`src/rtl/vga_term_writer_pkg.sv`:
```
// Shared types and constants for the terminal write controller.
// Character classification lives here so the controller only sees {printable, code}.
package vga_term_pkg;

    typedef enum logic [1:0] {
        CLEAR,
        IDLE,
        SCROLL_CLR
    } state_t;

    typedef struct packed {
        logic       printable;
        logic [5:0] code;
    } char_info_t;

    localparam logic [6:0] CR  = 7'h0D;
    localparam logic [6:0] BS  = 7'h08;
    localparam logic [6:0] DEL = 7'h7F;

    localparam logic [5:0] BLANK_CODE_DEFAULT = 6'h20;

    // Lower-case letters and the punctuation above them fold onto the 0x40-0x5E glyphs.
    function automatic char_info_t char_to_code(input logic [6:0] c);
        char_info_t r;
        r.printable = (c >= 7'h20) && (c != DEL);
        if (c >= 7'h60) begin
            r.code = 6'(c - 7'h20);
        end else begin
            r.code = c[5:0];
        end
        return r;
    endfunction

endpackage

```
`src/rtl/vga_term_writer_if.sv`:
```
// Character-in handshake plus VRAM write port of the terminal writer.
// The writer uses the slave view; the character source / testbench uses master.
interface vga_term_writer_if;

    logic        in_valid;
    logic [6:0]  in_char;
    logic        in_ready;
    logic        clr_screen;
    logic        w_en;
    logic [10:0] write_addr;
    logic [5:0]  din;

    modport master (
        output in_valid, in_char, clr_screen,
        input  in_ready, w_en, write_addr, din
    );

    modport slave (
        input  in_valid, in_char, clr_screen,
        output in_ready, w_en, write_addr, din
    );

endinterface

```
`src/rtl/vga_term_writer.sv`:
```
// Terminal write controller: cursor, CR, wrap, clear-screen and hardware scroll into VRAM.
// Optional macro TERM_BACKSPACE_EN adds destructive backspace (0x08) within the current line.
module vga_term_writer
    import vga_term_pkg::*;
#(
    parameter int         COLS       = 40,
    parameter int         ROWS       = 24,
    parameter logic [5:0] BLANK_CODE = BLANK_CODE_DEFAULT
) (
    input  logic               clk,
    input  logic               rst,
    vga_term_writer_if.slave   bus,
    output logic [4:0]         start_row,
    output logic [4:0]         cursor_row,
    output logic [5:0]         cursor_col,
    output logic               busy
);

    localparam logic [4:0] LAST_ROW = 5'(ROWS - 1);
    localparam logic [5:0] LAST_COL = 6'(COLS - 1);
    localparam logic [6:0] COLS_W   = 7'(COLS);
    localparam logic [5:0] ROWS_W   = 6'(ROWS);

    state_t      state_reg, state_next;
    logic [4:0]  clr_row_reg, clr_row_next;
    logic [5:0]  clr_col_reg, clr_col_next;
    logic [4:0]  scroll_row_reg, scroll_row_next;
    logic [4:0]  start_row_reg, start_row_next;
    logic [4:0]  cursor_row_reg, cursor_row_next;
    logic [5:0]  cursor_col_reg, cursor_col_next;
    logic        w_en_reg, w_en_next;
    logic [10:0] write_addr_reg, write_addr_next;
    logic [5:0]  din_reg, din_next;

    logic        in_ready;
    logic        newline;
    char_info_t  info;
    logic [5:0]  row_sum;
    logic [4:0]  phys_row;
    logic [6:0]  col_inc;

    assign info     = char_to_code(bus.in_char);
    assign col_inc  = {1'b0, cursor_col_reg} + 7'd1;

    // Visible rows are rotated by start_row; ROWS need not be a power of two.
    assign row_sum  = {1'b0, cursor_row_reg} + {1'b0, start_row_reg};
    assign phys_row = (row_sum >= ROWS_W) ? 5'(row_sum - ROWS_W) : row_sum[4:0];

    always_comb begin
        state_next      = state_reg;
        clr_row_next    = clr_row_reg;
        clr_col_next    = clr_col_reg;
        scroll_row_next = scroll_row_reg;
        start_row_next  = start_row_reg;
        cursor_row_next = cursor_row_reg;
        cursor_col_next = cursor_col_reg;
        w_en_next       = 1'b0;
        write_addr_next = write_addr_reg;
        din_next        = din_reg;
        in_ready        = 1'b0;
        newline         = 1'b0;

        case (state_reg)
            CLEAR: begin
                w_en_next       = 1'b1;
                write_addr_next = {clr_row_reg, clr_col_reg};
                din_next        = BLANK_CODE;
                if (clr_col_reg == LAST_COL) begin
                    clr_col_next = '0;
                    if (clr_row_reg == LAST_ROW) begin
                        clr_row_next    = '0;
                        start_row_next  = '0;
                        cursor_row_next = '0;
                        cursor_col_next = '0;
                        state_next      = IDLE;
                    end else begin
                        clr_row_next = clr_row_reg + 5'd1;
                    end
                end else begin
                    clr_col_next = clr_col_reg + 6'd1;
                end
            end

            IDLE: begin
                in_ready = 1'b1;
                if (bus.in_valid && !bus.clr_screen) begin
                    if (bus.in_char == CR) begin
                        newline = 1'b1;
                    end
`ifdef TERM_BACKSPACE_EN
                    else if (bus.in_char == BS) begin
                        if (cursor_col_reg != 6'd0) begin
                            cursor_col_next = cursor_col_reg - 6'd1;
                            w_en_next       = 1'b1;
                            write_addr_next = {phys_row, cursor_col_reg - 6'd1};
                            din_next        = BLANK_CODE;
                        end
                    end
`endif
                    else if (info.printable) begin
                        w_en_next       = 1'b1;
                        write_addr_next = {phys_row, cursor_col_reg};
                        din_next        = info.code;
                        if (col_inc == COLS_W) begin
                            newline = 1'b1;
                        end else begin
                            cursor_col_next = col_inc[5:0];
                        end
                    end

                    // On the bottom line a newline rotates the screen instead of moving the cursor.
                    if (newline) begin
                        cursor_col_next = '0;
                        if (cursor_row_reg != LAST_ROW) begin
                            cursor_row_next = cursor_row_reg + 5'd1;
                        end else begin
                            scroll_row_next = start_row_reg;
                            start_row_next  = (start_row_reg == LAST_ROW) ? 5'd0 : start_row_reg + 5'd1;
                            clr_col_next    = '0;
                            state_next      = SCROLL_CLR;
                        end
                    end
                end
            end

            SCROLL_CLR: begin
                w_en_next       = 1'b1;
                write_addr_next = {scroll_row_reg, clr_col_reg};
                din_next        = BLANK_CODE;
                if (clr_col_reg == LAST_COL) begin
                    clr_col_next = '0;
                    state_next   = IDLE;
                end else begin
                    clr_col_next = clr_col_reg + 6'd1;
                end
            end

            default: begin
                state_next = CLEAR;
            end
        endcase

        // A clear request overrides everything, including a scroll in flight.
        if (bus.clr_screen) begin
            state_next   = CLEAR;
            clr_row_next = '0;
            clr_col_next = '0;
            w_en_next    = 1'b0;
            in_ready     = 1'b0;
        end
    end

    always_ff @(posedge clk) begin
        if (rst) begin
            state_reg      <= CLEAR;
            clr_row_reg    <= '0;
            clr_col_reg    <= '0;
            scroll_row_reg <= '0;
            start_row_reg  <= '0;
            cursor_row_reg <= '0;
            cursor_col_reg <= '0;
            w_en_reg       <= 1'b0;
            write_addr_reg <= '0;
            din_reg        <= '0;
        end else begin
            state_reg      <= state_next;
            clr_row_reg    <= clr_row_next;
            clr_col_reg    <= clr_col_next;
            scroll_row_reg <= scroll_row_next;
            start_row_reg  <= start_row_next;
            cursor_row_reg <= cursor_row_next;
            cursor_col_reg <= cursor_col_next;
            w_en_reg       <= w_en_next;
            write_addr_reg <= write_addr_next;
            din_reg        <= din_next;
        end
    end

    assign bus.in_ready   = in_ready;
    assign bus.w_en       = w_en_reg;
    assign bus.write_addr = write_addr_reg;
    assign bus.din        = din_reg;
    assign start_row      = start_row_reg;
    assign cursor_row     = cursor_row_reg;
    assign cursor_col     = cursor_col_reg;
    assign busy           = (state_reg != IDLE);

endmodule

```
`src/flat_wrapper.sv`:
```
// flat-port wrapper written by rule: the top's interface ports become plain ports
module vga_term_writer_flat import vga_term_pkg::*;
#(
    parameter int         COLS       = 40,
    parameter int         ROWS       = 24,
    parameter logic [5:0] BLANK_CODE = BLANK_CODE_DEFAULT
)
  (clk, rst, start_row, cursor_row, cursor_col, busy, bus_in_valid, bus_in_char, bus_clr_screen, bus_in_ready, bus_w_en, bus_write_addr, bus_din);
  vga_term_writer_if bus_i ();
  input  logic clk;
  input  logic rst;
  output logic [4:0] start_row;
  output logic [4:0] cursor_row;
  output logic [5:0] cursor_col;
  output logic busy;
  input wire logic [$bits(bus_i.in_valid)-1:0] bus_in_valid;
  input wire logic [$bits(bus_i.in_char)-1:0] bus_in_char;
  input wire logic [$bits(bus_i.clr_screen)-1:0] bus_clr_screen;
  output wire logic [$bits(bus_i.in_ready)-1:0] bus_in_ready;
  output wire logic [$bits(bus_i.w_en)-1:0] bus_w_en;
  output wire logic [$bits(bus_i.write_addr)-1:0] bus_write_addr;
  output wire logic [$bits(bus_i.din)-1:0] bus_din;
  assign bus_i.in_valid = bus_in_valid;
  assign bus_i.in_char = bus_in_char;
  assign bus_i.clr_screen = bus_clr_screen;
  assign bus_in_ready = bus_i.in_ready;
  assign bus_w_en = bus_i.w_en;
  assign bus_write_addr = bus_i.write_addr;
  assign bus_din = bus_i.din;
  vga_term_writer #(.COLS(COLS), .ROWS(ROWS), .BLANK_CODE(BLANK_CODE)) u_core (.clk(clk), .rst(rst), .bus(bus_i), .start_row(start_row), .cursor_row(cursor_row), .cursor_col(cursor_col), .busy(busy));
endmodule
```
`config.mk`:
```
export PLATFORM = sky130hd
export DESIGN_NAME = vga_term_writer_flat
export DESIGN_NICKNAME = d
export VERILOG_FILES = /design/src/rtl/vga_term_writer_pkg.sv /design/src/rtl/vga_term_writer_if.sv /design/src/rtl/vga_term_writer.sv /design/src/flat_wrapper.sv
export SDC_FILE = /design/constraint.sdc
export NUM_CORES = 1
export LEC_CHECK = 0
export BUFFER_PORTS_ARGS = -buffer_cell sky130_fd_sc_hd__buf_2
export CORE_UTILIZATION = 31
export DETAILED_ROUTE_END_ITERATION = 8
export GPL_TIMING_DRIVEN = 0
export HOLD_SLACK_MARGIN = 0.1
export PLACE_DENSITY = 0.56
export SLEW_MARGIN = 20
export SYNTH_ARGS = -nofsm -noshare
export SYNTH_HDL_FRONTEND = slang
export SYNTH_SLANG_ARGS = --single-unit
```
`constraint.sdc`:
```
create_clock -name clk -period 4.67 [get_ports clk]
set_input_delay 0 -clock clk [delete_from_list [all_inputs] [get_ports clk]]
set_output_delay 0 -clock clk [all_outputs]
set_load 0.05 [all_outputs]
```
## Word level (Yosys, flattened, before mapping)

Index checks and enable logic that the tools add are counted.

- Register bits: 52
- Bits of input ports: 11

- Add/subtract/negate cells: 8
- $lt $le $gt $ge: 3
- Equality and inequality tests: 22
- Mux-type cells: 53
- Bitwise logic cells: 1
- Reduce and logical (&&, ||, !) cells: 18

Operators by type and width:

| cell | count |
|---|---|
| $mux W6 | 15 |
| $mux W5 | 11 |
| $pmux W6 S2 | 3 |
| $mux W11 | 3 |
| $pmux W11 S3 | 1 |
| $pmux W5 S2 | 2 |
| $reduce_and A6 Y1 | 3 |
| $ne A2 B1 Y1 const B | 8 |
| $reduce_and A4 Y1 | 4 |
| $add A5 B1 Y5 const B | 3 |
| $mux W2 | 6 |
| $eq A5 B5 Y1 const B | 2 |
| $mux W1 | 10 |
| $add A6 B1 Y7 const B | 1 |
| $eq A7 B4 Y1 const B | 1 |
| $eq A7 B6 Y1 const B | 1 |
| $ge A7 B6 Y1 const B | 1 |
| $ge A7 B7 Y1 const B | 1 |
| $ne A7 B7 Y1 const B | 1 |
| $reduce_and A7 Y1 | 1 |
| $add A5 B5 Y6 | 1 |
| $add A6 B1 Y6 const B | 1 |
| $eq A6 B6 Y1 const B | 1 |
| $ge A6 B5 Y1 const B | 1 |
| 18 further kinds | 23 |

## Logic depth before layout (Yosys ltp)

Gate-level depths: netlist of the first run.

- Depth in word-level cells: 10
- Depth in mapped cells: 10
- Gate-level depth less buffers: 10

## Worst setup path after synthesis of the first run

No wires, ideal clock.

- Path kind: reg2reg
- Start: register u_core.start_row_reg[0], in the netlist u_core.start_row[0]
- End: register u_core.write_addr_reg[10], in the netlist u_core.bus.write_addr[10]
- Library setup time: 0.074 ns
- Data arrival time: 2.560 ns
- Required time: 4.596 ns
- Setup slack: 2.036 ns
- Cell stages (with the launch flop): 10
- Path buffers: 0
- Clock period less this slack: 2.634 ns
- Cell sequence: dfxtp_1 > ha_1 > inv_1 > fa_1 > inv_1 > a21o_1 > a21oi_1 > xnor2_1 > or4b_2 > a31oi_1

- Word-level cells in the longest chain between the ends: 7

RTL lines:

| what | line | RTL |
|---|---|---|
| start: declaration | vga_term_writer.sv:28 | `logic [4:0] start_row_reg, start_row_next;` |
| start signal: assignment | vga_term_writer.sv:170 | `start_row_reg <= start_row_next;` |
| $add A5 B5 Y6 * | vga_term_writer.sv:46 | `assign row_sum = {1'b0, cursor_row_reg} + {1'b0, start_row_reg};` |
| $sub A5 B5 Y5 / $ge A6 B5 Y1 (equally long branches) | vga_term_writer.sv:47 | `assign phys_row = (row_sum >= ROWS_W) ? 5'(row_sum - ROWS_W) : row_sum[4:0];` |
| $mux W5 * | vga_term_writer.sv:47 |  |
| $mux W11 * | vga_term_writer.sv:100 | `else if (info.printable) begin` |
| $mux W11 * | vga_term_writer.sv:87 | `if (bus.in_char == CR) begin` |
| $mux W11 * | vga_term_writer.sv:86 | `if (bus.in_valid && !bus.clr_screen) begin` |
| $pmux W11 S3 * | vga_term_writer.sv:63 | `case (state_reg)` |
| end signal: assignment | vga_term_writer.sv:174 | `write_addr_reg <= write_addr_next;` |
| end: declaration | vga_term_writer.sv:32 | `logic [10:0] write_addr_reg, write_addr_next;` |

Every way passes the cells marked *; elsewhere a longest branch is shown, timed or not. The select of a mux whose other input is x is not followed.
A chain may end at the register's enable or synchronous reset.

## Worst setup path in the final report of the first run

- Start: register u_core.state_reg[0]
- End: register u_core.din_reg[5], in the netlist u_core.bus.din[5]

- Word-level cells in the longest chain between the ends: 4

RTL lines:

| what | line | RTL |
|---|---|---|
| start: declaration | vga_term_writer.sv:24 | `state_t state_reg, state_next;` |
| start signal: assignment | vga_term_writer.sv:166 | `state_reg <= state_next;` |
| $eq A2 B2 Y1 / $logic_not A2 Y1 (equally long branches) | vga_term_writer.sv:63 |  |
| $reduce_or A2 Y1 (no line) | - |  |
| $reduce_bool A2 Y1 (no line) | - |  |
| $reduce_and A4 Y1 (no line) | - |  |
| end signal: assignment | vga_term_writer.sv:175 | `din_reg <= din_next;` |
| end: declaration | vga_term_writer.sv:33 | `logic [5:0] din_reg, din_next;` |

Several ways; a longest one is shown, not always the timed one.

==> metrics.md, run 1 <==
| Metric | Value |
|---|---|
| Cell area after synthesis | 0.00292 mm^2 |
| Max-slew headroom | 56.9% |
| Cell row count | 35 |
| Yosys warnings | 0 |
| Arr. time, crit path | roughly 3400 ps |
| Final-stage net count | about 440 |
| Final hold viol count | 0 |
| Number of flops mapped to enable cells by yosys | 0 |
| Final Wtd Congestion | between 0.8 and 0.9 |
| Crit start category | register |
| Post-CTS Resized | 0 |
| Grt total ovfl | 0 |
| Core area | 0.00920 mm^2 |
| Fraction of layout cells with a size suffix above 1 | 18.5% |
| Initial DRC Count | around 120 |
| Flops & latches, synth | 52 |
| Drt pass-1 iters | 4 |
| Via-per-instance ratio | 5.34 |
| Status | finished, final reports clean |
| Maximum VDD drop | 129 uV |
| Pin slew with the least headroom to its limit | 640 ps |
| Slowest CP cell | dlygate4sd3_1 |
| Initial antenna violation count | 0 |
| Die area | about 0.0098 mm^2 |
| DRT Wirelength | ~7800 um |
| Most frequent cells in the layout | dfxtp_1 (52), buf_2 (48), nor2_1 (45) |
| Routed Antenna Nets | 0 |
| Area contributors post-synth | dfxtp_1 (36%), ha_1 (6.4%), nor2_1 (5.8%) |
| Worst hold slack | 252 ps |
| Port bufs | 45 |
| Area share of the largest cell type after synthesis | 35.6% |
| Synthesized net count | 377 |
| Hold Crit Class | input port to register |
| Tmin final | 3200 ps |
| Endpoints failing setup | 0 |
| Max FFs per register | 11 |
| Post-synthesis sequential area ratio | 35.6% |
| Cell Chain, Critical Path | ha_1 -> clkbuf_1 -> inv_1 -> or3_1 -> nor3_1 -> o21ai_0 -> dlygate4sd3_1 -> o21ai_0 -> nor2_1 |
| Skew final | 6.22 ps |
| Final setup TNS | 0 ps |
| Most common cell after layout, fill and taps aside | dfxtp_1 |
| Period utilization | slightly below 70% |
| Cell taking the most area after synthesis | dfxtp_1 |
| Main flop type after synthesis | dfxtp_1 |
| CTS tree | yes |
| HPWL after DPL | 5840 um |
| Maximum root-to-sink buffer count | 2 |
| Synth Area per Inst | ~8.4 um^2 |
| Crit path top cell by count | o21ai_0 |
| Clk root buf | clkbuf_8 |
| Remaining DRCs | 0 |
| Routed len/inst | 15.0 um |
| Largest net degree at the start of global routing | 16 |
| ANT cells | 0 |
| Max cap viols | 0 |
| CTS sink count | 52 |
| Critical path capture point type | register |
| H-tree levels | 2 |
| Worst-skew pair later-pin latency | 310 ps |
| Total CTS buffers | 5 |
| Max FO, Critical Path | 9 |
| Initial Util | 31.8% |
| Leak | 1.41 nW |
| Reg clk slew, reported paths | around 100 ps |
| F_max | about 0.31 GHz |
| Pwr dens | about 220 mW/mm^2 |
| Die Height | 99.1 um |
| Number of global-route vias before repair | 2511 |
| Post-synth cell types | 58 |
| Total vias in the final route | 2789 |
| Die width | 99.1 um |
| Ys async rst share | 0% |
| Area delta synth->final | 18.4% |
| Io pins | 47 |
| First-pass GRT wire length | about 12000 um |
| Max-slew violations | 0 |
| Max incr delay on CP | 580 ps |
| Worst Path Class, Setup | register to register |
| RSZ-0062 raised after global routing | no |
| GRT Total Usage | 15.9% |
| Worst endpoint required time | 4850 ps |
| Cells after Synth | 350 |
[worst paths after layout]
| check | cells after the start | slack [ps] | startpoint | to |
|---|---|---|---|---|
| worst max-delay path | 9 | 1470 | u_core.state_reg[0] | u_core.bus.din[5] |
| worst min-delay path | 4 | 250 | rst | u_core.cursor_col[3] |
| worst max register to register | 9 | 1470 | u_core.state_reg[0] | u_core.bus.din[5] |
| worst min register to register | 2 | 460 | u_core.bus.din[4] | u_core.bus.din[4] |
[critical path, delay by kind of cell, from the launching register on]
kind | cells | cell delay [ps]
adder cells (fa/ha/maj) | 1 | 180
flip-flops | 1 | 440
buffers and inverters | 3 | 1160
AO/OA/AOI/OAI | 2 | 250
AND/OR/NAND/NOR | 3 | 1030
[cell type report]
type	count	area [um^2]
repair buffers	53	305
well taps	111	139
flip-flops and latches	52	1040
inverters	17	63.8
fillers	950	5740
plain buffers	18	86.3
clock buffers	6	82.6
multi-input cells	263	1730
clock inverters	2	10.0
[logic make-up (layout without fill, tap and decap cells)]
logic type,count (synthesis),count (layout),share of synthesized area (%)
buffers and inverters,35,96,5.13
AND/OR/NAND/NOR,136,136,24.3
flip-flops,52,52,35.6
AO/OA/AOI/OAI,93,93,21.9
multiplexers,12,12,4.11
adder cells (fa/ha/maj),16,16,7.10
XOR/XNOR,6,6,1.80
[layer usage]
layer  part of all wire [%]  vias to the layer above  routed length, um  GRT usage [%]
met5                      0                        -                  0              0
met4                   0.90                        0                 70           4.07
met3                    3.8                        7                300           2.74
met2                     47                       62               3670           26.8
met1                     48                     1317               3780           21.1
li1                       -                     1403                  -              -
[power by group]
group	leakage (nW)	switching [mW]	total, mW	internal, mW
combinational	0.943	0.0242	0.0371	0.0129
clock	0.0510	0.156	0.275	0.119
sequential	0.420	0.00162	0.447	0.445
total	1.41	0.182	0.759	0.577
[repair_timing]
item                                   CTS  global route
buffers inserted                         0             0
endpoints found under the hold margin    7             0
hold buffers                             8             0
[stage by stage]
| stage | cell area, um^2 | total power, mW | setup slack [ps] | utilization [%] | cells |
|---|---|---|---|---|---|
| 6_report | 3460 | 0.759 | 1470 | 37.6 | 522 |
| 3_3_place_gp | 3290 | 0.489 | 2150 | 35.8 | 506 |
| 5_1_grt | 3460 | 0.782 | 1280 | 37.6 | 522 |
| 4_1_cts | 3460 | 0.761 | 1540 | 37.6 | 522 |
| 3_5_place_dp | 3290 | 0.490 | 2110 | 35.8 | 506 |
| 2_1_floorplan | 2920 | 0.476 | 2040 | - | 350 |
[synthesized netlist by cell type, drive strengths merged, types with 4 or more instances]
library cell  number
nor3               9
o211ai             5
o21ai             19
ha                15
a31oi              5
o31ai              6
or2                4
a211oi             8
nand3             20
nand4              4
xnor2              4
and3               4
nand2b             5
a22oi             13
inv               17
nand2             22
nor2              46
buf                6
or4                5
mux2i             12
clkbuf            12
a21oi             19
dfxtp             52
Power figures use the tool's default switching activity.
==> run 2: changes to the inputs <==
Clock period 4.67 ns to 3.3 ns, I/O delays scaled along.
==> run 2 against run 1 <==
  * Cell count did not move
  * Clock-buffer cell count did not move
  * Critical path depth did not move
  * Setup slack got worse by 1200 ps
  * Clock skew fell by 0.55 ps
  * Sequential power rose by 41%
  * Total power rose by 41%
==> metrics.md, run 2 (synthesized netlist as in run 1, its figures left out) <==
| Metric | Value |
|---|---|
| Area delta synth->final | 18.5% (was 18.4%) |
| Final-stage net count | 437 (unchanged) |
| Die width | 99.1 um (unchanged) |
| Max-slew violations | 0 (unchanged) |
| Tmin final | 3000 ps (was 3200 ps) |
| Pwr dens | 309 mW/mm^2 (was 219 mW/mm^2) |
| Crit start category | register (unchanged) |
| H-tree levels | 2 (unchanged) |
| HPWL after DPL | 5840 um (unchanged) |
| Drt pass-1 iters | 4 (unchanged) |
| Maximum root-to-sink buffer count | 2 (unchanged) |
| Crit path top cell by count | o21ai_0 (unchanged) |
| Routed len/inst | 15.0 um (about the same) |
| RSZ-0062 raised after global routing | no (unchanged) |
| Worst hold slack | 252 ps (about the same) |
| Final Wtd Congestion | 0.802 (unchanged) |
| Cell row count | 35 (unchanged) |
| Initial DRC Count | 123 (was 119) |
| Skew final | 5.67 ps (was 6.22 ps) |
| Die Height | 99.1 um (unchanged) |
| Total vias in the final route | 2784 (was 2789) |
| Io pins | 47 (unchanged) |
| Cell Chain, Critical Path | ha_1 -> clkbuf_1 -> inv_1 -> or3_1 -> nor3_2 -> o21ai_0 -> dlygate4sd3_1 -> o21ai_0 -> nor2_1 (was ha_1 -> clkbuf_1 -> inv_1 -> or3_1 -> nor3_1 -> o21ai_0 -> dlygate4sd3_1 -> o21ai_0 -> nor2_1) |
| Postcts setup bufs | 0 (unchanged) |
| Clk root buf | clkbuf_8 (unchanged) |
| Routed Antenna Nets | 0 (unchanged) |
| R2R Path End | u_core.bus.din[5] (unchanged) |
| Buf/Inv on CP | 3 (unchanged) |
| Most frequent cells in the layout | dfxtp_1 (52), buf_2 (48), nor2_1 (45) (unchanged) |
| Fraction of layout cells with a size suffix above 1 | 18.7% (was 18.5%) |
| Endpoint of the worst hold path | u_core.cursor_col[3] (unchanged) |
| Register area | 0.00104 mm^2 (unchanged) |
| ANT cells | 0 (unchanged) |
| Reg2reg start | u_core.state_reg[0] (unchanged) |
| Via-per-instance ratio | 5.33 (was 5.34) |
| Period utilization | 91.0% (was 68.6%) |
| First-pass GRT wire length | 12300 um (unchanged) |
| Port bufs | 45 (unchanged) |
| Status | finished, final reports clean (unchanged) |
| Max FO, Critical Path | 9 (unchanged) |
| Number of fill cells | 949 (was 950) |
| FF-to-FF setup slack | 300 ps (was 1470 ps) |
| Maximum VDD drop | 182 uV (was 129 uV) |
| Core area | 0.00920 mm^2 (unchanged) |
| Hold path depth | 4 (unchanged) |
| Hold Startpoint | rst (unchanged) |
| Grt total ovfl | 0 (unchanged) |
| Register-to-Register Path Depth | 9 (unchanged) |
| Max-slew headroom | 56.9% (about the same) |
| DRT Wirelength | 7820 um (about the same) |
| F_max | 0.333 GHz (was 0.312 GHz) |
| GRT Total Usage | 15.9% (unchanged) |
| Remaining DRCs | 0 (unchanged) |
| Largest net degree at the start of global routing | 16 (unchanged) |
| Initial antenna violation count | 0 (unchanged) |
| Leak | 1.41 nW (about the same) |
| Number of global-route vias before repair | 2511 (unchanged) |
| CTS tree | yes (unchanged) |
| Arr. time, crit path | 3180 ps (was 3390 ps) |
| CTS sink count | 52 (unchanged) |
| Worst endpoint required time | 3480 ps (was 4850 ps) |
| Max cap viols | 0 (unchanged) |
| Slowest CP cell | dlygate4sd3_1 (unchanged) |
| Footprint of the multi-input gates | 0.00174 mm^2 (was 0.00173 mm^2) |
| Power Total | 1.07 mW (was 759 uW) |
| Endpoints failing setup | 0 (unchanged) |
| Pin slew with the least headroom to its limit | 640 ps (about the same) |
| Worst path top cell family by delay | buffers and inverters (unchanged) |
| Initial Util | 31.8% (unchanged) |
| Total CTS buffers | 5 (unchanged) |
| Worst-skew pair later-pin latency | 310 ps (about the same) |
| Most common cell after layout, fill and taps aside | dfxtp_1 (unchanged) |
| Critical path capture point type | register (unchanged) |
| Final hold viol count | 0 (unchanged) |
| Max incr delay on CP | 570 ps (was 580 ps) |
| Hold Crit Class | input port to register (unchanged) |
| Max FFs per register | 11 (unchanged) |
| Final setup TNS | 0 ps (unchanged) |
| Die area | 0.00982 mm^2 (unchanged) |
| Worst Path Class, Setup | register to register (unchanged) |
| Reg clk slew, reported paths | 100 ps (about the same) |
## run 2: layer usage
metal	track usage (%)	share of wire (%)	up-vias
met5	0	0	-
met4	4.07	0.90	0
met3	2.74	3.7	7
met1	21.1	48	1319
li1	-	-	1399
met2	26.8	48	59
## run 2: through the flow
stage	cell area (um^2)	instances	util, %	setup slack [ps]
after floorplan	2920	350	-	666
after global placement	3290	506	35.8	775
after detailed placement	3290	506	35.8	744
after CTS	3460	522	37.6	172
after global routing	3470	522	37.7	120
final	3470	522	37.7	297
## run 2: how the worst max path moves through the flow
stage                                            to  cells after the start                  start  slack (ps)
after detailed placement          u_core.bus.din[5]                      8    u_core.state_reg[0]         740
final                             u_core.bus.din[5]                      9    u_core.state_reg[0]         300
after global routing              u_core.bus.din[5]                      9    u_core.state_reg[0]         120
after global placement         u_core.cursor_row[3]                      7  u_core.clr_col_reg[0]         780
after CTS                         u_core.bus.din[5]                      9    u_core.state_reg[0]         170
after floorplan           u_core.bus.write_addr[10]                      9    u_core.start_row[0]         670
## run 2: cell type report
type                    count  share of cell area [%]
repair buffers             53                    8.81
well taps                 111                    4.01
flip-flops and latches     52                    30.0
multi-input cells         263                    50.1
plain buffers              18                    2.49
clock buffers               6                    2.38
clock inverters             2                   0.289
inverters                  17                    1.84
## run 2: where the power goes
part / switching (mW) / internal (mW) / total (mW)
clock network: 0.218 / 0.168 / 0.386
registers: 0.00224 / 0.630 / 0.632
logic: 0.0344 / 0.0183 / 0.0527
total: 0.254 / 0.817 / 1.07
## run 2: worst register-to-register path, stage by stage (launching register included)
cell	delay [ps]
dfxtp_1	440
ha_1	180
clkbuf_1	290
inv_1	290
or3_1	530
nor3_2	290
o21ai_0	150
dlygate4sd3_1	570
o21ai_0	70
nor2_1	60
## run 2: repair_timing
action,CTS,global route
hold buffers,8,0
endpoints found under the setup margin,0,1
resized for setup,0,1
hold endpoints to repair,7,0
